--- src/rtl/name_scroller_if.sv ---
// Control/display bundle for name_scroller: scroll controls, message write port,
// and the registered segment/offset/wrap outputs.
interface name_scroller_if #(
   parameter int DIGITS  = 4,
   parameter int MSG_LEN = 8
) ();
   localparam int AW = $clog2(MSG_LEN);

   logic                  en;
   logic                  dir;
   logic                  wr_en;
   logic [AW-1:0]         wr_addr;
   logic [3:0]            wr_data;
   logic [7*DIGITS-1:0]   hex;
   logic [AW-1:0]         offset;
   logic                  wrap;

   modport master (output en, dir, wr_en, wr_addr, wr_data,
                   input  hex, offset, wrap);
   modport slave  (input  en, dir, wr_en, wr_addr, wr_data,
                   output hex, offset, wrap);
endinterface

--- src/rtl/name_scroller.sv ---
// Scrolling message driver: writable 4-bit message memory shown through a
// DIGITS-wide window on seven-segment digits, rotated left/right on a tick.
module name_scroller_seg #(
   parameter bit SEG_ACTIVE_LOW = 1'b1
) (
   input  logic [3:0] code,
   output logic [6:0] seg
);
   logic [6:0] seg_hi;

   always_comb begin
      seg_hi = 7'h00;
      case (code)
         4'd0:    seg_hi = 7'h3F;
         4'd1:    seg_hi = 7'h06;
         4'd2:    seg_hi = 7'h5B;
         4'd3:    seg_hi = 7'h4F;
         4'd4:    seg_hi = 7'h66;
         4'd5:    seg_hi = 7'h6D;
         4'd6:    seg_hi = 7'h7D;
         4'd7:    seg_hi = 7'h07;
         4'd8:    seg_hi = 7'h7F;
         4'd9:    seg_hi = 7'h6F;
         4'd10:   seg_hi = 7'h77;
         4'd11:   seg_hi = 7'h7C;
         4'd12:   seg_hi = 7'h39;
         4'd13:   seg_hi = 7'h5E;
         4'd14:   seg_hi = 7'h79;
         default: seg_hi = 7'h00;
      endcase
   end

   assign seg = seg_hi ^ {7{SEG_ACTIVE_LOW}};
endmodule

module name_scroller #(
   parameter int DIGITS         = 4,
   parameter int MSG_LEN        = 8,
   parameter int TICK_DIV       = 25000000,
   parameter bit SEG_ACTIVE_LOW = 1'b1
) (
   input  logic           clk,
   input  logic           resetn,
   name_scroller_if.slave bus
);
   localparam int            AW    = $clog2(MSG_LEN);
   localparam int            CW    = (TICK_DIV > 1) ? $clog2(TICK_DIV) : 1;
   localparam logic [AW:0]   LEN_W = (AW+1)'(MSG_LEN);
   localparam logic [AW-1:0] LAST  = AW'(MSG_LEN - 1);
   localparam logic [CW-1:0] CMAX  = CW'(TICK_DIV - 1);

   logic [MSG_LEN-1:0][3:0] msg_q, msg_d;
   logic [CW-1:0]           cnt_q, cnt_d;
   logic [AW-1:0]           off_q, off_d;
   logic                    wrap_q, wrap_d;
   logic [7*DIGITS-1:0]     hex_q, hex_d;
   logic                    step;

   logic [DIGITS-1:0][3:0]  code;
   logic [DIGITS-1:0][6:0]  seg;

   // Lane offsets are reduced mod MSG_LEN at elaboration, so offset+inc stays
   // below 2*MSG_LEN and one conditional subtract is enough even when DIGITS > MSG_LEN.
   for (genvar g = 0; g < DIGITS; g++) begin : g_lane
      localparam logic [AW:0] INC = (AW+1)'(g % MSG_LEN);
      logic [AW:0] sum, red;

      assign sum = {1'b0, off_q} + INC;
      assign red = (sum >= LEN_W) ? (sum - LEN_W) : sum;
      assign code[g] = msg_q[red[AW-1:0]];

      name_scroller_seg #(.SEG_ACTIVE_LOW(SEG_ACTIVE_LOW)) u_seg (
         .code (code[g]),
         .seg  (seg[g])
      );
   end

   always_comb begin
      msg_d  = msg_q;
      cnt_d  = cnt_q;
      off_d  = off_q;
      wrap_d = 1'b0;
      hex_d  = '0;
      step   = bus.en && (cnt_q == CMAX);

      if (bus.wr_en && ({1'b0, bus.wr_addr} < LEN_W))
         msg_d[bus.wr_addr] = bus.wr_data;

      if (bus.en)
         cnt_d = step ? '0 : cnt_q + 1'b1;

      if (step) begin
         if (!bus.dir) begin
            wrap_d = (off_q == LAST);
            off_d  = wrap_d ? '0 : off_q + 1'b1;
         end else begin
            wrap_d = (off_q == '0);
            off_d  = wrap_d ? LAST : off_q - 1'b1;
         end
      end

      // Digit 0 is the leftmost and occupies the top seven bits.
      for (int i = 0; i < DIGITS; i++)
         hex_d[7*(DIGITS-1-i) +: 7] = seg[i];
   end

   always_ff @(posedge clk) begin
      if (!resetn) begin
         msg_q  <= {MSG_LEN{4'hF}};
         cnt_q  <= '0;
         off_q  <= '0;
         wrap_q <= 1'b0;
         hex_q  <= {(7*DIGITS){SEG_ACTIVE_LOW}};
      end else begin
         msg_q  <= msg_d;
         cnt_q  <= cnt_d;
         off_q  <= off_d;
         wrap_q <= wrap_d;
         hex_q  <= hex_d;
      end
   end

   assign bus.hex    = hex_q;
   assign bus.offset = off_q;
   assign bus.wrap   = wrap_q;
endmodule

--- src/flat_wrapper.sv ---
// flat-port wrapper written by rule: the top's interface ports become plain ports
module name_scroller_flat 
#(
   parameter int DIGITS         = 4,
   parameter int MSG_LEN        = 8,
   parameter int TICK_DIV       = 25000000,
   parameter bit SEG_ACTIVE_LOW = 1'b1
)
  (clk, resetn, bus_en, bus_dir, bus_wr_en, bus_wr_addr, bus_wr_data, bus_hex, bus_offset, bus_wrap);
  name_scroller_if #(.DIGITS(DIGITS), .MSG_LEN(MSG_LEN)) bus_i ();
  input  logic clk;
  input  logic resetn;
  input wire logic [$bits(bus_i.en)-1:0] bus_en;
  input wire logic [$bits(bus_i.dir)-1:0] bus_dir;
  input wire logic [$bits(bus_i.wr_en)-1:0] bus_wr_en;
  input wire logic [$bits(bus_i.wr_addr)-1:0] bus_wr_addr;
  input wire logic [$bits(bus_i.wr_data)-1:0] bus_wr_data;
  output wire logic [$bits(bus_i.hex)-1:0] bus_hex;
  output wire logic [$bits(bus_i.offset)-1:0] bus_offset;
  output wire logic [$bits(bus_i.wrap)-1:0] bus_wrap;
  assign bus_i.en = bus_en;
  assign bus_i.dir = bus_dir;
  assign bus_i.wr_en = bus_wr_en;
  assign bus_i.wr_addr = bus_wr_addr;
  assign bus_i.wr_data = bus_wr_data;
  assign bus_hex = bus_i.hex;
  assign bus_offset = bus_i.offset;
  assign bus_wrap = bus_i.wrap;
  name_scroller #(.DIGITS(DIGITS), .MSG_LEN(MSG_LEN), .TICK_DIV(TICK_DIV), .SEG_ACTIVE_LOW(SEG_ACTIVE_LOW)) u_core (.clk(clk), .resetn(resetn), .bus(bus_i));
endmodule
--- config.mk ---
export PLATFORM = sky130hd
export DESIGN_NAME = name_scroller_flat
export DESIGN_NICKNAME = d
export VERILOG_FILES = /design/src/rtl/name_scroller_if.sv /design/src/rtl/name_scroller.sv /design/src/flat_wrapper.sv
export SDC_FILE = /design/constraint.sdc
export NUM_CORES = 1
export LEC_CHECK = 0
export ABC_AREA = 1
export BUFFER_PORTS_ARGS = -buffer_cell sky130_fd_sc_hd__buf_2
export CAP_MARGIN = 5
export CORE_MARGIN = 3
export CORE_UTILIZATION = 55
export DETAILED_ROUTE_END_ITERATION = 8
export GPL_TIMING_DRIVEN = 0
export PLACE_DENSITY_LB_ADDON = 0.3
export REMOVE_ABC_BUFFERS = 1
export SLEW_MARGIN = 20
export SYNTH_ARGS = -nofsm -noshare
export SYNTH_HDL_FRONTEND = slang
export SYNTH_HIERARCHICAL = 1
export SYNTH_SLANG_ARGS = --single-unit
export TNS_END_PERCENT = 30
--- constraint.sdc ---
create_clock -name clk -period 6.13 [get_ports clk]
set_input_delay 0.613 -clock clk [delete_from_list [all_inputs] [get_ports clk]]
set_output_delay 0.613 -clock clk [all_outputs]
set_load 0.005 [all_outputs]
== Word-level counts from Yosys, hierarchy flattened ==
Memory sizes are Yosys's and may differ from the RTL's.
Cells that the tools add are included.
Word-level totals
  memory bits (writable): 0
  register bits: 89
  output and inout bits: 32
  word-level logic and storage cells: 66
  bits of input ports: 12
  latch bits: 0
  memory bits (read-only): 448
  memories kept: 4
Memory list
  (name not given): words 16, width 7, rd ports 1, clocked after memory_dff 0, write ports 0, line name_scroller.sv:13  | case (code)
  (name not given): words 16, width 7, rd ports 1, clocked after memory_dff 0, write ports 0, line name_scroller.sv:13
  (name not given): words 16, width 7, rd ports 1, clocked after memory_dff 0, write ports 0, line name_scroller.sv:13
  (name not given): words 16, width 7, rd ports 1, clocked after memory_dff 0, write ports 0, line name_scroller.sv:13
Cells by class
  div/mod/pow operators: 0
  shifts and indexed selects: 0
  reduce and logical (&&, ||, !) cells: 4
  order comparisons: 10
  multiply operators: 0
  multiplexer cells: 20
  bitwise logic cells: 4
  $add $sub $neg: 10
  equal/unequal tests: 2
Operators by type and width (number)
  binary-select mux 4 bit (select 3 bit): 4
  bitwise mux 32 bit: 1
  NOT 7 bit: 4
  adder 25 x 1 -> 25 bit (second input constant): 1
  == test 25 bit (second input constant): 1
  2-to-1 mux 25 bit: 1
  2-to-1 mux 3 bit: 7
  less-than comparator 3 x 4 -> 1 bit (second input constant): 5
  2-to-1 mux 4 bit: 5
  subtractor 3 x 1 -> 3 bit (second input constant): 5
  demux 4 bit (select 3 bit): 1
  >= comparator 4 bit (second input constant): 3
  adder 3 x 2 -> 4 bit (second input constant): 2
  adder 3 x 1 -> 4 bit (second input constant): 1
  >= comparator 3 x 4 -> 1 bit (second input constant): 1
  adder 3 x 1 -> 3 bit (second input constant): 1
  == test 3 bit (second input constant): 1
  >= comparator 3 x 1 -> 1 bit (second input constant): 1
  logical NOT 3 bit: 1
  logical AND 1 bit: 2
  AND reduction 2 bit: 1
  2-to-1 mux 1 bit: 1

== Longest topological paths before layout ==
An unclocked memory read counts as a cell.
  word-level depth: 7
  mapped depth: 16
  depth with buffers taken out: 13

== Hierarchy ==
Netlist, hierarchy kept.
By module, submodules not included
  name_scroller: times used 1, cells an instance 686, seq. area each 1781.7 um^2, area each 4520.6 um^2
  name_scroller_seg (u_core.g_lane[0].u_seg ...): times used 2, cells an instance 51, seq. area each 0.0 um^2, area each 279.0 um^2
  name_scroller_seg (u_core.g_lane[2].u_seg ...): times used 2, cells an instance 51, seq. area each 0.0 um^2, area each 272.8 um^2

== Worst setup path after synthesis ==
OpenSTA, ideal clock, no wires.
  path type: flip-flop to flip-flop
  start point: register u_core.off_q[0], in the netlist u_core/bus.offset[0]
  end point: register u_core.hex_q[3], in the netlist u_core/bus.hex[3]
  data required time: 6007 ps
  setup time: 123 ps
  stages on the path, launching flop included: 16
  arrival time: 2699 ps
  path buffers: 3
  path slack: 3308 ps
  cells stage by stage: dfxtp_1 -> buf_2 -> inv_1 -> ha_1 -> buf_2 -> clkinv_1 -> clkbuf_1 -> nand2_1 -> nand3_1 -> nand2_1 -> inv_1 -> ha_1 -> nand2_1 -> nand3_1 -> nand2_1 -> or2_2
RTL lines
  from (decl): line name_scroller.sv:54  | logic [AW-1:0] off_q, off_d;
  from (signal assigned): line name_scroller.sv:111  | off_q <= '0;
  from (signal assigned): line name_scroller.sv:117  | off_q <= off_d;
  to (signal assigned): line name_scroller.sv:113  | hex_q <= {(7*DIGITS){SEG_ACTIVE_LOW}};
  to (decl): line name_scroller.sv:56  | logic [7*DIGITS-1:0] hex_q, hex_d;

==> summary.txt <==
Floorplan
  – Core area: ~9900 um^2
  – Row count: 36
  – Ports: 44
  – DIE AREA: around 11000 um^2
  – Die X: approximately 110 um
  – Starting Density: between 50% and 60%
  – Die height: between 100 and 150 um

STA
  – Final Max Slew Viols: 0
  – Final WS setup: ~2700 ps
  – FMAX: 293.2 MHz
  – RSZ-0062 raised after global routing: no
  – WHS: approximately 480 ps
  – Final period util: approximately 56%
  – Final hold vios: 0
  – Endpoints failing setup: 0
  – Rel. slew slack: 34.16%
  – Post-Route Setup TNS: 0 ps
  – Post-layout min period: between 3000 and 4000 ps
  – Worst-Margin Slew: 986.5 ps
  – Clock Skews: 16.30 ps

Routing
  – Vias per inst: between 5 and 6
  – Vias: between 5000 and 6000
  – # DRC: 0
  – DRT antenna net count: 0
  – Initial DRT Pass Iterations: 5
  – Initial DRC count: around 380
  – Routed length per instance: 12.07 um
  – Drt total wl: about 13 mm

Worst setup path
  – Critical path depth: 12
  – Cell family with most CP delay: adder cells
  – Worst r2r path cells: 12
  – Slowest cell on the critical path: ha_1
  – Setup CP Type: reg2reg
  – FF-to-FF Start: u_core/bus.offset[1]
  – CP cell instances: inv_1 -> ha_1 -> clkinv_1 -> nand2_1 -> nand3_1 -> nand2_1 -> inv_1 -> ha_1 -> nand2_1 -> nand3_1 -> nand2_1 -> or2_2
  – WP buf/inv: 3
  – CP Max Fanout: 18
  – Reg-to-reg setup timing slack: about 2700 ps
  – Worst setup path startpoint: u_core/bus.offset[1]
  – CP endpoint kind: register
  – Worst setup SP type: register
  – Worst path required time: about 6400 ps
  – CP arrival: ~3700 ps
  – R2R Path End: u_core/bus.hex[17]
  – Worst Setup EP: u_core/bus.hex[17]
  – Most used cell, CP: nand2_1
  – Worst path max stage delay: around 650 ps

Yosys
  – Syn Area/Cell: 6.319 um^2
  – Synth Area in Adders: roughly 6.5%
  – Flops & latches, synth: a little under 90
  – Cells after synthesis: between 800 and 900
  – Largest family of logic cells by synthesized area: simple AND/OR/NAND/NOR gates
  – Simple logic cell fraction of the synthesized area: approximately 45%
  – Mux cell area share after synthesis: 0.7119%
  – Post-Synth XOR/XNOR Area: less than 1%
  – Post-Syn Area: about 5600 um^2
  – Yosys cell types: 33
  – Seq/Total Area, Yosys: 31.68%
  – Syn. warnings: 6
  – Compound-Gate Fraction of Synth Area: 7.075%

Global route
  – Grt total ovfl: 0
  – Number of global-route vias before repair: between 4000 and 5000
  – Largest net degree at the start of global routing: 52
  – Global-route wire length before repair: 21.63 mm
  – Antenna violations before repair: 0
  – GRT Total Usage: 23.24%

Pwr
  – Static leakage: around 0.0028 uW
  – Peak VDD IR: 0.1642 mV
  – Power Total: 1156 uW
  – P per Cell Area: 191.2 nW/um^2

Clock network
  – Clock slew at reported path FFs: 90 ps
  – Max Root-Sink Buffers: 2
  – Clk Latency, worst-skew pair: 370 ps
  – CTS tree: yes
  – Level count of the clock H-tree: 3
  – Setup Buffers After CTS: 0
  – CTS Root Buffer Type: clkbuf_8
  – CTS Hold Bufs: 0
  – TritonCTS Buffers: 9
  – Clock sink total: 89
  – Post-CTS Resized: 0

Finish
  – Area delta synth->final: 7.475%
  – Layout cell share with drive strength beyond 1: roughly an eighth
  – Sequential cell area: roughly 1800 um^2
  – Multi-input logic area: 3328 um^2
  – Filler instances: approximately 970
  – # diodes: 0
  – Nets: approximately 960

Placement
  – Final Wtd Congestion: 0.8781
  – IO Port Bufs: 43
  – Hpwl dp: just over 9 mm
  – DP Worst Slack: approximately 2800 ps

Run status
  – Status: finished clean

Min path
  – HP Class: reg2reg

Flow run
  – Max cap viols: 0
[worst register-to-register path: cells and delay by family (launching register included)]
kind	cells	cell delay (ps)
fa+ha+maj	2	1000
simple gates	7	980
buf+inv	3	850
flops	1	480
[state kept, by name, summed over array words and instances (netlist names)]
signal	flops
u_core/msg_q	32
u_core/bus.hex	28
u_core/cnt_q	25
u_core/bus.offset	3
u_core/bus.wrap	1
[power breakdown]
part           internal, uW  switching (uW)
logic                  47.0            79.5
clock network           224             200
registers               597            7.87
total                   868             288
[synthesized netlist by cell type (all sizes together)]
master	number	area share (%)
xnor2	2	0.31
o211ai	12	1.6
o21ai	49	4.4
nor3	9	0.98
nor3b	1	0.13
clkinv	1	0.067
a31oi	1	0.11
nor2	85	6.4
nand2	349	24
ha	29	6.5
a21boi	1	0.13
nand4	16	1.8
or2	28	3.1
nand3	86	8.1
buf	20	2.5
clkbuf	10	0.67
inv	88	5.9
o32ai	1	0.16
mux2i	4	0.71
dfxtp	89	32
nand3b	1	0.13
a21oi	8	0.71
[logic make-up (layout without fill, tap and decap cells)]
logic type,after synthesis,in the layout
mux,4,4
simple gates,575,575
buf+inv,119,147
xor+xnor,2,2
compound gates,72,72
fa+ha+maj,29,29
flops,89,89
[worst min-delay path by stage]
stage	slack (ps)	from	cells past startpoint	end
2_1_floorplan	450	u_core/msg_q[12]	2	u_core/msg_q[12]
3_3_place_gp	460	u_core/msg_q[6]	2	u_core/msg_q[6]
3_5_place_dp	460	u_core/msg_q[6]	2	u_core/msg_q[6]
4_1_cts	480	u_core/msg_q[6]	2	u_core/msg_q[6]
5_1_grt	520	u_core/msg_q[6]	2	u_core/msg_q[6]
6_report	480	u_core/msg_q[6]	2	u_core/msg_q[6]
[layout make-up]
type                            count  area share [%]
Sequential cell                    89           29.50
Multi-Input combinational cell    682           55.06
Clock buffer                       10           2.111
Tap cell                          133           2.753
Inverter                           89           5.527
Clock inverter                      4           1.159
Timing Repair Buffer               44           3.892
[cell usage in the layout (no fill, tap or decap), types with 5 or more instances in the layout]
cell type    n
nand4_1     16
o21ai_0     48
dfxtp_1     88
clkbuf_8     9
o211ai_1    12
or2_2       28
nor2_1      76
a21oi_1      8
ha_1        29
inv_1       86
nor3_1       7
nor2_2       5
nand3_1     83
buf_2       43
nand2_1    341
[metrics by stage]
stage                     utilization [%]  instances  cell area (um^2)
after floorplan                         -        860              5444
after detailed placement            59.27       1037              5847
final                               61.28       1051              6045
after global routing                61.28       1051              6045
after CTS                           61.28       1051              6045
after global placement              59.06       1036              5826
[per-layer routing]
metal / vias up / wire (um) / global-route usage (%)
li1: 2849 / - / -
met3: 20 / 804 / 5.780
met1: 2405 / 6048 / 31.45
met2: 149 / 5587 / 36.51
met4: 0 / 248 / 7.032
met5: - / 0 / 0
No activity file was read; power rests on OpenSTA's default activity.
